### src/rtl/if_stage_if.sv
// Purpose: IMEM fetch port bundle for the MINA2000 instruction fetch stage.
// Signals:
//   req    : fetch request valid (driven by the fetch stage)
//   addr   : fetch word address, [1:0] always zero
//   gnt    : request accepted this cycle (req && gnt)
//   rvalid : response data valid
//   rdata  : fetched instruction word
// Modports: master = fetch stage side, slave = instruction memory side.
interface if_stage_if;
  localparam int unsigned XLEN = 32;

  logic            req;
  logic [XLEN-1:0] addr;
  logic            gnt;
  logic            rvalid;
  logic [XLEN-1:0] rdata;

  modport master (output req, addr, input gnt, rvalid, rdata);
  modport slave  (input req, addr, output gnt, rvalid, rdata);
endinterface

### src/rtl/if_stage.sv
// Purpose: Instruction Fetch stage of the MINA2000 pipeline.
//   Keeps the next fetch address, issues one word fetch at a time to IMEM,
//   and writes the IF/ID register consumed by id_stage. Holds on stall,
//   flushes and refetches on a taken branch/call redirect from EX.
// Ports:
//   clk, rst_n   : clock, asynchronous active-low reset
//   imem         : IMEM fetch port (master side of if_stage_if)
//   redirect     : taken branch/call from EX, flush and refetch
//   redirect_ia  : new fetch address, bits [1:0] ignored
//   stall        : hazard unit hold of the IF/ID contents
//   ir           : IF/ID instruction word
//   ia_plus_4    : IF/ID address of ir plus 4
//   valid        : IF/ID holds a real instruction
module if_stage #(
  parameter logic [31:0] RESET_IA = 32'h0000_0000
) (
  input  logic               clk,
  input  logic               rst_n,
  if_stage_if.master         imem,
  input  logic               redirect,
  input  logic [31:0]        redirect_ia,
  input  logic               stall,
  output logic [31:0]        ir,
  output logic [31:0]        ia_plus_4,
  output logic               valid
);

  localparam int unsigned XLEN = 32;

  typedef enum logic [1:0] {
    S_REQ  = 2'd0,
    S_WAIT = 2'd1,
    S_HOLD = 2'd2
  } state_t;

  typedef struct packed {
    logic [XLEN-1:0] ir;
    logic [XLEN-1:0] ia_plus_4;
  } ifid_t;

  state_t          state;
  logic            req_q;
  logic [XLEN-1:0] ia;
  logic [XLEN-1:0] fetch_p4;
  logic            kill;
  ifid_t           skid;
  logic            skid_full;

  // The request strobe is a register tracking the state; the address is the
  // next-fetch register itself, so both stay stable while gnt is withheld.
  assign imem.req  = req_q;
  assign imem.addr = ia;

  // Fetch FSM, fetch address, skid buffer and IF/ID register.
  always_ff @(posedge clk or negedge rst_n) begin
    if (!rst_n) begin
      state     <= S_REQ;
      req_q     <= 1'b1;
      ia        <= RESET_IA;
      fetch_p4  <= '0;
      kill      <= 1'b0;
      skid      <= '0;
      skid_full <= 1'b0;
      ir        <= '0;
      ia_plus_4 <= '0;
      valid     <= 1'b0;
    end else if (redirect) begin
      // Redirect wins over stall: flush IF/ID and skid, retarget fetch.
      valid     <= 1'b0;
      ia        <= redirect_ia & ~XLEN'(3);
      skid_full <= 1'b0;
      case (state)
        S_REQ: begin
          if (imem.gnt) begin
            // Old-address fetch is now in flight; drop its response.
            state <= S_WAIT;
            req_q <= 1'b0;
            kill  <= 1'b1;
          end
        end
        S_WAIT: begin
          if (imem.rvalid) begin
            state <= S_REQ;
            req_q <= 1'b1;
            kill  <= 1'b0;
          end else begin
            kill <= 1'b1;
          end
        end
        default: begin
          state <= S_REQ;
          req_q <= 1'b1;
        end
      endcase
    end else begin
      case (state)
        S_REQ: begin
          if (imem.gnt) begin
            fetch_p4 <= ia + XLEN'(4);
            ia       <= ia + XLEN'(4);
            state    <= S_WAIT;
            req_q    <= 1'b0;
          end
          // No instruction arrives in this state.
          if (!stall) valid <= 1'b0;
        end

        S_WAIT: begin
          if (imem.rvalid) begin
            state <= S_REQ;
            req_q <= 1'b1;
            if (kill) begin
              kill <= 1'b0;
              if (!stall) valid <= 1'b0;
            end else if (!stall || !valid) begin
              // Normal delivery, or a stalled bubble that can be filled.
              ir        <= imem.rdata;
              ia_plus_4 <= fetch_p4;
              valid     <= 1'b1;
            end else begin
              // ID is holding a real instruction: park the new one.
              skid      <= '{ir: imem.rdata, ia_plus_4: fetch_p4};
              skid_full <= 1'b1;
              state     <= S_HOLD;
              req_q     <= 1'b0;
            end
          end else if (!stall) begin
            valid <= 1'b0;
          end
        end

        S_HOLD: begin
          if (!stall && skid_full) begin
            ir        <= skid.ir;
            ia_plus_4 <= skid.ia_plus_4;
            valid     <= 1'b1;
            skid_full <= 1'b0;
            state     <= S_REQ;
            req_q     <= 1'b1;
          end
        end

        default: begin
          state <= S_REQ;
          req_q <= 1'b1;
        end
      endcase
    end
  end

endmodule

### src/flat_wrapper.sv
// flat-port wrapper written by rule: the top's interface ports become plain ports
module if_stage_flat 
#(
  parameter logic [31:0] RESET_IA = 32'h0000_0000
)
  (clk, rst_n, redirect, redirect_ia, stall, ir, ia_plus_4, valid, imem_req, imem_addr, imem_gnt, imem_rvalid, imem_rdata);
  if_stage_if imem_i ();
  input  logic clk;
  input  logic rst_n;
  input  logic redirect;
  input  logic [31:0] redirect_ia;
  input  logic stall;
  output logic [31:0] ir;
  output logic [31:0] ia_plus_4;
  output logic valid;
  output wire logic [$bits(imem_i.req)-1:0] imem_req;
  output wire logic [$bits(imem_i.addr)-1:0] imem_addr;
  input wire logic [$bits(imem_i.gnt)-1:0] imem_gnt;
  input wire logic [$bits(imem_i.rvalid)-1:0] imem_rvalid;
  input wire logic [$bits(imem_i.rdata)-1:0] imem_rdata;
  assign imem_req = imem_i.req;
  assign imem_addr = imem_i.addr;
  assign imem_i.gnt = imem_gnt;
  assign imem_i.rvalid = imem_rvalid;
  assign imem_i.rdata = imem_rdata;
  if_stage #(.RESET_IA(RESET_IA)) u_core (.clk(clk), .rst_n(rst_n), .imem(imem_i), .redirect(redirect), .redirect_ia(redirect_ia), .stall(stall), .ir(ir), .ia_plus_4(ia_plus_4), .valid(valid));
endmodule
### config.mk
export PLATFORM = sky130hd
export DESIGN_NAME = if_stage_flat
export DESIGN_NICKNAME = d
export VERILOG_FILES = /design/src/rtl/if_stage_if.sv /design/src/rtl/if_stage.sv /design/src/flat_wrapper.sv
export SDC_FILE = /design/constraint.sdc
export NUM_CORES = 1
export LEC_CHECK = 0
export ABC_AREA = 1
export CAP_MARGIN = 30
export CELL_PAD_IN_SITES_DETAIL_PLACEMENT = 0
export CELL_PAD_IN_SITES_GLOBAL_PLACEMENT = 1
export CORE_UTILIZATION = 30
export DETAILED_ROUTE_END_ITERATION = 8
export GPL_ROUTABILITY_DRIVEN = 0
export HOLD_SLACK_MARGIN = 0.03
export PLACE_DENSITY_LB_ADDON = 0.1
export RECOVER_POWER = 50
export SETUP_SLACK_MARGIN = 0.02
export SLEW_MARGIN = 10
export SYNTH_ARGS = -nofsm -noshare
export SYNTH_HDL_FRONTEND = slang
export SYNTH_SLANG_ARGS = --single-unit
### constraint.sdc
create_clock -name clk -period 3.15 [get_ports clk]
set_clock_uncertainty 0.1 [all_clocks]
set_input_delay 0.63 -clock clk [delete_from_list [all_inputs] [get_ports clk]]
set_output_delay 0.63 -clock clk [all_outputs]
set_load 0.02 [all_outputs]
# Yosys cells after proc, flatten, opt, wreduce, memory -nomap -nowiden
# Index checks and enable logic that the tools add are counted.
dict set report word_totals {
  reg_bits 198
  inputBits 70
  output_inout_bits 98
  elab_cells 97
}
dict set report op_classes {
  add_sub_neg 1
  n_eq_ne 12
  n_mux 49
  n_bitwise 3
  n_reduce_logical 21
}
# op count
set op_table {}
lappend op_table {{2-to-1 mux 32 bit} 11}
lappend op_table {{case mux 32 bit (2 select lines)} 2}
lappend op_table {{adder 32 x 3 -> 32 bit, second input constant} 1}
lappend op_table {{2-to-1 mux 1 bit} 22}
lappend op_table {{2-to-1 mux 2 bit} 7}
lappend op_table {{inequality test 3 bit, second input constant} 4}
lappend op_table {{nonzero test 2 bit} 6}
lappend op_table {{AND reduction 5 bit} 2}
lappend op_table {{case mux 1 bit (2 select lines)} 3}
lappend op_table {{case mux 1 bit (3 select lines)} 2}
lappend op_table {{case mux 2 bit (3 select lines)} 1}
lappend op_table {{AND reduction 3 bit} 2}
lappend op_table {{AND reduction 6 bit} 1}
lappend op_table {{inequality test 5 x 3 -> 1 bit, second input constant} 1}
lappend op_table {{inequality test 2 x 1 -> 1 bit, second input constant} 2}
lappend op_table {{inequality test 2 bit, second input constant} 2}
lappend op_table {{case mux 2 bit (2 select lines)} 1}
lappend op_table {{AND reduction 2 bit} 2}
lappend op_table {{AND reduction 4 bit} 1}
lappend op_table {{nonzero test 4 bit} 1}
lappend op_table {{inequality test 3 x 2 -> 1 bit, second input constant} 1}
lappend op_table {{inverter 1 bit} 3}
lappend op_table {{nonzero test 3 bit} 1}
lappend op_table {{== test 2 x 1 -> 1 bit, second input constant} 1}
lappend op_table {{5 further kinds} 6}

# Logic depth before layout (Yosys ltp)
dict set report depth {
  depth_word 7
  depth_mapped 9
  mapped_depth_nobuf 9
}

# Worst setup path before layout
# OpenSTA, ideal clock, no wires.
dict set report synth_timing {
  kind {register -> register}
  start {register u_core.state[1]}
  end {register u_core.ir[23]}
  setup_ns 0.130
  arrival_time_ns 1.434
  t_required_ns 2.920
  slack_ns 1.485
  path_stages_with_launch 10
  path_buffers 2
  synth_period_minus_slack_ns 1.665
  cell_sequence {dfrtp_1 inv_1 ha_1 nand2_1 o21ai_2 nand4_4 buf_6 buf_6 nand2_1 o21ai_1}
}
dict set report synth_between {
  elab_chain_len 3
  word_cells_on_any_way 9
  cone_classes {eq/ne: 6; mux: 1; reduce/logical: 2}
}
# element line_no
set synth_lines {}
lappend synth_lines {{start: declaration} if_stage.sv:41} ;# state_t state;
lappend synth_lines {{start signal: assignment} if_stage.sv:57} ;# state <= S_REQ;
lappend synth_lines {{start signal: assignment} if_stage.sv:76} ;# state <= S_WAIT;
lappend synth_lines {{start signal: assignment} if_stage.sv:83} ;# state <= S_REQ;
lappend synth_lines {{== test 2 bit or == test 2 x 1 -> 1 bit (tied branches)} if_stage.sv:96} ;# case (state)
lappend synth_lines {{inequality test 2 x 1 -> 1 bit (no line) (tied with other cells)} --}
lappend synth_lines {{AND reduction 6 bit (no line)} --}
lappend synth_lines {{end signal: assignment} if_stage.sv:117} ;# ir <= imem.rdata;
lappend synth_lines {{end signal: assignment} if_stage.sv:134} ;# ir <= skid.ir;
lappend synth_lines {{end: declaration} if_stage.sv:23} ;# output logic [31:0] ir,
# Several ways; a longest one is shown, not always the timed one.
# A chain may end at the register's enable or synchronous reset.

# Worst setup path in the final report
dict set report layout_timing {
  start {input redirect}
  end {register u_core.fetch_p4[28]}
}
dict set report layout_between {
  elab_chain_len 2
}
# element line_no
set layout_lines {}
lappend layout_lines {{start: declaration} flat_wrapper.sv:10} ;# input logic redirect;
lappend layout_lines {{inverter 1 bit (no line)} --}
lappend layout_lines {{AND reduction 3 bit (no line)} --}
lappend layout_lines {{end signal: assignment} if_stage.sv:99} ;# fetch_p4 <= ia + XLEN'(4);
lappend layout_lines {{end: declaration} if_stage.sv:44} ;# logic [XLEN-1:0] fetch_p4;
# Every way passes these cells.

==> run_results.csv <==
group,metric,value,unit
floorplanning,fp-row-count,62,
floorplanning,coreArea,28900,sq um
finish,syn2layout_area_growth,28.1,%
synth,synth_compound_area_frac,0.148,
timing,finalHoldViolCount,0,
finish,num_antenna_cells,0,
min_path,holdPathStages,2,
synth,synth-simple-area-share,0.218,
synth,synth_ff_type,"dfrtp_1",
finish,drive_gt1_frac,0.0576,
finish,final_nets,1313,
power,ir_drop,338,uV
worst_setup_path,cp_max_fo,20,
worst_setup_path,crit_path_start_kind,"primary input",
route,wire_per_inst,13.9,um
placed_design,hpwl,15800,um
clock_network,post_cts_resized,0,
placed_design,place_area,10900,sq um
route,drt_first_pass_iters,4,
synth,synth_top_family_by_area,"simple AND/OR/NAND/NOR gates",
worst_setup_path,reg2reg_from,"u_core.state[1]$_DFFE_PN0P_",
clock_network,cts_setup_buffers,0,
worst_setup_path,arrival,2.80,ns
run_status,violations,"capacitance limit, slew limit",
synth,synth_edf_count,0,
min_path,min_from,"u_core.skid[28]$_DFFE_PN0P_",
synth,ys_types,31,
synth,ys_ff_latch,190,
synth,synthArstFlopShare,1.00,
finish,layout_commonest_cell,"nand2_1",
floorplanning,fp.dieH,174,um
placed_design,io_buffers,161,
synth,yosys.area.top_type,"dfrtp_1",
clock_network,htree_levels,4,
timing,fin_crit,2.54,ns
timing,relSlewSlack,-0.0979,
synth,yosysSeqAreaShare,0.536,
floorplanning,fp.dieW,174,um
worst_setup_path,path_class,"in2reg",
route,drt_wl_total,22600,um
finish,final_cell_mix,"nand2_1, dfrtp_1, clkdlybuf4s50_1",
timing,fmax,393,MHz
clock_network,cts_tree,"yes",
synth,yosys-top-cells-area,"dfrtp_1, nand2_1, o21ai_1",
global_routing,antenna_found_initial,0,
clock_network,clk_latency,0.44,ns
synth,synth_area,8870,sq um
clock_network,path_clk_slew,0.06,ns
timing,post-route-period-util,0.808,
worst_setup_path,rr_worst_depth,7,
synth,synthMuxAreaShare,0,
synth,synth_fa_ha_area_frac,0.00705,
floorplanning,initial_core_util,0.307,
timing,setup_violations,0,
synth,synth.avg_cell_area,8.12,sq um
global_routing,grt_first_pass_wirelength,37600,um
worst_setup_path,r2r_slack,0.62,ns
clock_network,clock_path_buffers,2,
global_routing,grt_use_total,0.158,
timing,tns,0,ns
finish,fin_util,0.393,
min_path,hp-class,"reg2reg",
synth,synth_top_area_share,0.533,
route,detail-route-antenna-nets,0,
route,drc,0,
worst_setup_path,crit_required,3.41,ns
global_routing,gr-total-overflow,0,
power,finalPower,9.47,mW
synth,ys_warn_count,0,
clock_network,hold_buffers,0,
finish,finish.instance_area,11400,sq um
clock_network,cts.sink_count,190,
clock_network,clockRootBuffer,"clkbuf_16",
worst_setup_path,reg2reg_to,"u_core.fetch_p4[28]$_DFFE_PN0P_",
global_routing,grt_pass1_vias,6875,
timing,drv_slew,62,
run_status,status,"complete, but fails checks",
synth,synthXorXnorAreaFrac,0.00395,
power,p_leak,5.42,nW
route,drt_iter0_markers,551,
synth,synth_cells,1093,
power,pwr_density_cell,834,nW/um^2
min_path,hold_end,"u_core.skid[28]$_DFFE_PN0P_",
route,vias,7183,
global_routing,grt_max_degree,75,
route,avgViaCountPerCell,4.39,
timing,tightest_slew,1.65,ns
floorplanning,ios,168,
timing,rsz0062_at_grt,"no",
floorplanning,die-area,30300,sq um
clock_network,cts-buffers-inserted,17,
job,maxCapViolCount,1,
worst_setup_path,end_kind,"flip-flop",
[synth_stat cells (2+ instances only)]
cell type  instances
o21ai_0          105
nand2_2            4
dfrtp_1          189
o211ai_1           2
o21ai_1          119
clkbuf_1          19
nand3_1           55
inv_1            111
inv_2              3
ha_1               5
o21ai_2            8
nor2_4             4
xnor2_1            4
a21oi_1            6
nor2_1            37
buf_6             14
nor2_2             4
buf_4              4
o21bai_1           8
nand2_1          366
buf_1              2
buf_2             15
[critical path: stages]
cell and delay (ns):
dlygate4sd3_1 0.68, nor2_1 0.31, clkbuf_1 0.75, nand3_1 0.30, nand2_1 0.12
[layer usage]
metal,global-route usage,part of all wire
met5,0,0
met4,0.0504,0.012
met3,0.0252,0.033
met2,0.232,0.43
met1,0.235,0.53
[registers in the layout, indices dropped and copies added (netlist names)]
name,count
u_core.skid,62
u_core.ir,32
u_core.fetch_p4,30
u_core.ia_plus_4,30
u_core.imem.addr,30
u_core.state,2
u_core.imem.req,1
u_core.kill,1
u_core.skid_full,1
u_core.valid,1
[through the flow]
step                instances  worst slack (ns)  hold slack [ns]
floorplan                1096              1.49            0.234
global placement         1603             0.621            0.360
detailed placement       1603             0.551            0.364
CTS                      1635             0.710           0.0786
global route             1635             0.280            0.407
finish                   1635             0.606            0.379
[power breakdown]
part	switching [mW]	internal, mW	total [mW]	leakage, nW
Combinational	1.91	1.50	3.40	2.69
Sequential	0.559	3.43	3.99	2.46
Clock	1.04	1.04	2.08	0.273
Total	3.50	5.97	9.47	5.42
[final cells by class]
class | instances | area, sq um
clock buffer | 18 | 429
clock inverter | 14 | 126
fill | 3059 | 17600
inverter | 114 | 429
multi-input combinational | 738 | 3350
sequential | 190 | 4760
tap | 384 | 480
timing repair buffer | 177 | 1800
[worst max path at each step]
stage,from,end,cells past startpoint
6_report,redirect,u_core.fetch_p4[28]$_DFFE_PN0P_,5
3_3_place_gp,redirect,u_core.imem.addr[6]$_DFFE_PN0P_,6
4_1_cts,u_core.state[0]$_DFFE_PN0P_,u_core.ia_plus_4[18]$_DFFE_PN0P_,8
3_5_place_dp,redirect,u_core.imem.addr[11]$_DFFE_PN0P_,6
2_1_floorplan,u_core.state[1]$_DFFE_PN0P_,u_core.ir[23]$_DFFE_PN0P_,9
5_1_grt,rst_n,u_core.ia_plus_4[20]$_DFFE_PN0P_,2
[cell families (layout without fill, tap and decap cells)]
kind of cell / count (synthesis) / count (layout)
AOI/OAI and AO/OA: 250 / 250
xor gates and xnor gates: 4 / 4
adders and majority gates: 5 / 5
buffers and inverters: 168 / 323
DFF: 190 / 190
other: 1 / 4
and+or+nand+nor: 475 / 475
(Power assumes the default switching activity.)
